<file path="config.mk">
export PLATFORM = sky130hd
export DESIGN_NAME = vga_sync
export DESIGN_NICKNAME = d
export VERILOG_FILES = /design/src/rtl/vga_timing_pkg.sv /design/src/rtl/mod_counter.sv /design/src/rtl/vga_sync.sv
export SDC_FILE = /design/constraint.sdc
export NUM_CORES = 1
export LEC_CHECK = 0
export ABC_AREA = 1
export CAP_MARGIN = 20
export CORE_MARGIN = 2
export CORE_UTILIZATION = 47
export DETAILED_ROUTE_END_ITERATION = 6
export HOLD_SLACK_MARGIN = 0.03
export PLACE_DENSITY_LB_ADDON = 0.25
export REMOVE_ABC_BUFFERS = 1
export SKIP_CTS_REPAIR_TIMING = 1
export SYNTH_ARGS = -nofsm -noshare
export SYNTH_HDL_FRONTEND = slang
export SYNTH_SLANG_ARGS = --single-unit
export TNS_END_PERCENT = 1
</file>
<file path="constraint.sdc">
create_clock -name clock_25 -period 1.72 [get_ports clock_25]
set_input_delay 0.516 -clock clock_25 [delete_from_list [all_inputs] [get_ports clock_25]]
set_output_delay 0.516 -clock clock_25 [all_outputs]
set_load 0.02 [all_outputs]
</file>
<file path="src/rtl/vga_timing_pkg.sv">
// Shared VGA 640x480@60 timing defaults and derived totals.
// The pixel generator also takes MAX_X/MAX_Y from here.
package vga_timing_pkg;

    localparam int unsigned H_VIS_DEF  = 640;
    localparam int unsigned H_FP_DEF   = 16;
    localparam int unsigned H_SYNC_DEF = 96;
    localparam int unsigned H_BP_DEF   = 48;
    localparam int unsigned V_VIS_DEF  = 480;
    localparam int unsigned V_FP_DEF   = 10;
    localparam int unsigned V_SYNC_DEF = 2;
    localparam int unsigned V_BP_DEF   = 33;

    localparam int unsigned H_TOT_DEF = H_VIS_DEF + H_FP_DEF + H_SYNC_DEF + H_BP_DEF;
    localparam int unsigned V_TOT_DEF = V_VIS_DEF + V_FP_DEF + V_SYNC_DEF + V_BP_DEF;

    localparam int unsigned MAX_X = H_VIS_DEF - 1;
    localparam int unsigned MAX_Y = V_VIS_DEF - 1;

    localparam int unsigned CNT_W = 10;

    typedef logic [CNT_W-1:0] coord_t;

    // True when lo <= pos < hi.
    function automatic logic in_window(input coord_t pos, input coord_t lo, input coord_t hi);
        in_window = (pos >= lo) && (pos < hi);
    endfunction

endpackage

</file>
<file path="src/rtl/mod_counter.sv">
// Modulo-MOD counter with enable, look-ahead next value and wrap strobe.
// Out-of-range states fold back to zero on the next enabled edge.
module mod_counter #(
    parameter int unsigned MOD  = 800,
    parameter int unsigned W    = 10,
    parameter int unsigned INIT = 799
) (
    input  logic         clk,
    input  logic         rst_n,
    input  logic         en,
    output logic [W-1:0] count,
    output logic [W-1:0] count_next,
    output logic         wrap
);

    localparam logic [W-1:0] LAST = W'(MOD - 1);

    logic [W-1:0] count_r;
    logic [W-1:0] count_next_s;
    logic         wrap_s;

    // Next-count and wrap decode.
    always_comb begin
        count_next_s = count_r;
        wrap_s       = 1'b0;
        if (en) begin
            if (count_r >= LAST) begin
                count_next_s = {W{1'b0}};
                wrap_s       = 1'b1;
            end else begin
                count_next_s = count_r + W'(1);
                wrap_s       = 1'b0;
            end
        end else begin
            count_next_s = count_r;
            wrap_s       = 1'b0;
        end
    end

    // Count register.
    always_ff @(posedge clk or negedge rst_n) begin
        if (!rst_n) begin
            count_r <= W'(INIT);
        end else begin
            count_r <= count_next_s;
        end
    end

    assign count      = count_r;
    assign count_next = count_next_s;
    assign wrap       = wrap_s;

endmodule

</file>
<file path="src/rtl/vga_sync.sv">
// VGA raster timing: pixel counters, registered visibility/start flags,
// and sync outputs delayed one clock to line up with the registered colour stage.
module vga_sync
    import vga_timing_pkg::*;
#(
    parameter int unsigned H_VIS  = H_VIS_DEF,
    parameter int unsigned H_FP   = H_FP_DEF,
    parameter int unsigned H_SYNC = H_SYNC_DEF,
    parameter int unsigned H_BP   = H_BP_DEF,
    parameter int unsigned V_VIS  = V_VIS_DEF,
    parameter int unsigned V_FP   = V_FP_DEF,
    parameter int unsigned V_SYNC = V_SYNC_DEF,
    parameter int unsigned V_BP   = V_BP_DEF
) (
    input  logic       clock_25,
    input  logic       reset_n,
    output logic [9:0] pix_x,
    output logic [9:0] pix_y,
    output logic       video_on,
    output logic       hsync,
    output logic       vsync,
    output logic       frame_start,
    output logic       line_start
);

    localparam int unsigned H_TOT = H_VIS + H_FP + H_SYNC + H_BP;
    localparam int unsigned V_TOT = V_VIS + V_FP + V_SYNC + V_BP;

    localparam coord_t H_VIS_C      = coord_t'(H_VIS);
    localparam coord_t V_VIS_C      = coord_t'(V_VIS);
    localparam coord_t H_SYNC_START = coord_t'(H_VIS + H_FP);
    localparam coord_t H_SYNC_END   = coord_t'(H_VIS + H_FP + H_SYNC);
    localparam coord_t V_SYNC_START = coord_t'(V_VIS + V_FP);
    localparam coord_t V_SYNC_END   = coord_t'(V_VIS + V_FP + V_SYNC);

    coord_t h_cnt_s;
    coord_t h_next_s;
    logic   h_wrap_s;
    coord_t v_cnt_s;
    coord_t v_next_s;
    logic   v_wrap_s;

    logic video_on_next_s;
    logic frame_start_next_s;
    logic line_start_next_s;
    logic hsync_int_s;
    logic vsync_int_s;

    logic video_on_r;
    logic frame_start_r;
    logic line_start_r;
    logic hsync_r;
    logic vsync_r;

    mod_counter #(
        .MOD  (H_TOT),
        .W    (CNT_W),
        .INIT (H_TOT - 1)
    ) u_h_cnt (
        .clk        (clock_25),
        .rst_n      (reset_n),
        .en         (1'b1),
        .count      (h_cnt_s),
        .count_next (h_next_s),
        .wrap       (h_wrap_s)
    );

    // Vertical wraps on the same edge as the horizontal wrap that carries into it.
    mod_counter #(
        .MOD  (V_TOT),
        .W    (CNT_W),
        .INIT (V_TOT - 1)
    ) u_v_cnt (
        .clk        (clock_25),
        .rst_n      (reset_n),
        .en         (h_wrap_s),
        .count      (v_cnt_s),
        .count_next (v_next_s),
        .wrap       (v_wrap_s)
    );

    // Flags decoded from next counter values so the registered copies track pix_x/pix_y.
    always_comb begin
        video_on_next_s    = 1'b0;
        frame_start_next_s = 1'b0;
        line_start_next_s  = 1'b0;
        hsync_int_s        = 1'b1;
        vsync_int_s        = 1'b1;
        video_on_next_s    = (h_next_s < H_VIS_C) && (v_next_s < V_VIS_C);
        line_start_next_s  = (h_next_s == coord_t'(0));
        frame_start_next_s = (h_next_s == coord_t'(0)) && (v_next_s == coord_t'(0));
        hsync_int_s        = ~in_window(h_cnt_s, H_SYNC_START, H_SYNC_END);
        vsync_int_s        = ~in_window(v_cnt_s, V_SYNC_START, V_SYNC_END);
    end

    // Output registers; sync is the current-count decode, hence one clock late.
    always_ff @(posedge clock_25 or negedge reset_n) begin
        if (!reset_n) begin
            video_on_r    <= 1'b0;
            frame_start_r <= 1'b0;
            line_start_r  <= 1'b0;
            hsync_r       <= 1'b1;
            vsync_r       <= 1'b1;
        end else begin
            video_on_r    <= video_on_next_s;
            frame_start_r <= frame_start_next_s;
            line_start_r  <= line_start_next_s;
            hsync_r       <= hsync_int_s;
            vsync_r       <= vsync_int_s;
        end
    end

    assign pix_x       = h_cnt_s;
    assign pix_y       = v_cnt_s;
    assign video_on    = video_on_r;
    assign frame_start = frame_start_r;
    assign line_start  = line_start_r;
    assign hsync       = hsync_r;
    assign vsync       = vsync_r;

    // The vertical wrap strobe is not needed beyond the counter itself.
    logic unused_s;
    assign unused_s = v_wrap_s;

endmodule

</file>
==> flow_summary_export.csv <==
group,metric,value,unit
run_status,outcome,"complete, but fails checks",
run_status,violations,"negative setup slack",
finish,layout_common_cells,"nand2_1, inv_1, buf_4, nor2_1, nand3_1",
finish,final_nets,280,
finish,layout_commonest_cell,"nand2_1",
routing,drt_first_pass_iters,4,
synthesis,ys_types,24,
sta,period_minus_slack,1.94,ns
sta,post-route-period-util,113,%
critical_path,max_stage_delay,0.59,ns
floorplanning,dieWidth,62.2,um
routing,drc_errors,0,
floorplanning,fp.coreArea,3280,um^2
critical_path,rrSetupSlack,-0.12,ns
power_and_ir_drop,p_total,0.000862,W
synthesis,synth_area_leaders,"dfrtp_1, dfstp_2, nand2_1",
hold_path,hold_class,"primary input to async pin",
critical_path,ff2ff_path_depth,12,
critical_path,crit_type,"register to primary output",
synthesis,ys_warn_count,0,
global_routing,grt_max_degree,26,
synthesis,yosysTopAreaCell,"dfrtp_1",
critical_path,cp.arrival,1.42,ns
sta,clock.fmax,516,MHz
clocking,clk_latency,0.32,ns
power_and_ir_drop,vdd_drop_max,0.295,mV
synthesis,postSynthAreaPerCell,7.55,um^2
placed_design,dp_hpwl,2890,um
placed_design,post_dp_cell_area,2160,um^2
floorplanning,dieArea,3870,um^2
clocking,cts_buffers,3,
clocking,clkTransAtPathRegs,0.14,ns
finish,final_cell_area,2220,um^2
synthesis,seq_area_frac_synth,40.2,%
floorplanning,die_height,62.2,um
sta,finClkSkew,0.0123,ns
routing,drt_iter0_markers,61,
clocking,htreeDepth,1,
finish,synthToLayoutAreaGrowth,39.7,%
routing,num_vias,1537,
critical_path,worstPathCellList,"clkdlybuf4s50_1",
global_routing,grt_pass1_vias,1536,
critical_path,cp_slowest_cell,"clkdlybuf4s50_1",
critical_path,critPathLaunchType,"register",
routing,post_drt_wl_per_cell,11.6,um
critical_path,cp_top_family,"buffers and inverters",
critical_path,cp_data_required_time,1.20,ns
global_routing,grt_overflow,0,
critical_path,setup.worst_path.end_class,"primary output",
power_and_ir_drop,power.density,387,nW/um^2
global_routing,grt_antenna_before_repair,0,
routing,vias_per_cell,4.82,
finish,drive_gt1_share,33.0,%
clocking,cts.path.max_buffers,2,
clocking,cts_tree,"yes",
global_routing,grt_usage,20.9,%
finish,diodes,0,
floorplanning,rows,21,
synthesis,synth_area,1590,um^2
global_routing,grt_pass1_wl,6540,um
critical_path,path_max_fanout,1,
synthesis,ys_ff_latch,25,
sta,finalWorstSetupSlack,-0.219,ns
critical_path,reg2reg_to,"frame_start$_DFF_PN0_",
clocking,cts.sinks,25,
sta,hold_viol,0,
sta,rsz0062_at_grt,"yes",
clocking,cts-root-buf,"clkbuf_4",
placed_design,gp_congestion,0.903,
synthesis,synthCells,211,
floorplanning,start_util,48.5,%
sta,setup_viol,16,
placed_design,port_buffers,26,
critical_path,reg2reg_from,"u_h_cnt.count[0]$_DFF_PN1_",
routing,routed_wl,3690,um
routing,detail-route-antenna-nets,0,
sta,drv_slew,0,
sta,worstMarginPinSlew,0.316,ns
power_and_ir_drop,p_leak,1.32,nW
job,maxCapViolations,0,
critical_path,path_buf_inv,1,
floorplanning,boundaryPins,27,
sta,slew_headroom,79.0,%
synthesis,synth_top_area_share,20.4,%
## metrics by stage
| step | std cells | setup slack [ns] | TNS, ns | utilization, % | hold WS [ns] |
|---|---|---|---|---|---|
| 2_1_floorplan | 210 | -0.0951 | -0.180 | - | 0.220 |
| 3_5_place_dp | 315 | -0.164 | -0.414 | 65.6 | 0.574 |
| 3_3_place_gp | 315 | -0.123 | -0.258 | 65.6 | 0.568 |
| 4_1_cts | 319 | -0.387 | -6.33 | 66.4 | 0.548 |
| 5_1_grt | 319 | -0.276 | -3.67 | 67.7 | 0.548 |
| 6_report | 319 | -0.219 | -2.00 | 67.7 | 0.544 |
## where the power goes
group | total [W] | internal (W) | switching [W]
combinational | 0.0000145 | 0.00000347 | 0.0000110
clock | 0.000258 | 0.0000906 | 0.000167
sequential | 0.000589 | 0.000589 | 0
## cells by family after synthesis
family,share of synthesized area (%)
buf+inv,12.4
compound gates,3.53
fa+ha+maj,3.14
simple gates,40.7
flops,40.2
## how the worst max path moves through the flow
stage / from / endpoint / slack (ns) / cells after the start
6_report: hsync$_DFF_PN1_ / hsync / -0.22 / 1
5_1_grt: hsync$_DFF_PN1_ / hsync / -0.28 / 1
4_1_cts: u_h_cnt.count[1]$_DFF_PN1_ / pix_x[1] / -0.39 / 2
3_5_place_dp: u_h_cnt.count[0]$_DFF_PN1_ / frame_start$_DFF_PN0_ / -0.16 / 13
3_3_place_gp: u_h_cnt.count[0]$_DFF_PN1_ / video_on$_DFF_PN0_ / -0.12 / 10
2_1_floorplan: u_h_cnt.count[0]$_DFF_PN1_ / frame_start$_DFF_PN0_ / -0.1 / 13
## area by class of cell
type / count / area (um^2)
Sequential cell: 25 / 642
Clock buffer: 4 / 26.3
Multi-Input combinational cell: 137 / 788
Fill cell: 285 / 1060
Tap cell: 46 / 57.6
Inverter: 48 / 183
Timing Repair Buffer: 59 / 528
## cell usage after synthesis
cell and instances:
a21boi_1 1, a21oi_2 1, buf_8 1, clkinv_2 2
dfrtp_1 13, dfstp_2 12, ha_1 4, inv_1 44
inv_2 2, nand2_1 45, nand2_2 8, nand2_4 4
nand3_1 20, nand3_2 6, nand4_1 8, nor2_1 21
nor2_2 5, nor2_4 2, nor2_8 1, nor3_1 3
nor4_1 1, o21ai_0 4, o21ai_1 1, o21bai_1 2
## registers in the layout, summed over array words and instances, names as in the netlist
signal / count
vsync: 1
frame_start: 1
u_h_cnt.count: 10
u_v_cnt.count: 10
line_start: 1
video_on: 1
hsync: 1
## layer usage
layer | wire [um] | part of all wire [%] | GRT usage, %
met1 | 1550 | 42 | 25.3
met2 | 1920 | 52 | 38.6
met3 | 155 | 4.2 | 2.36
met4 | 67 | 1.8 | 6.94
met5 | 0 | 0 | 0
(Power assumes the default switching activity.)
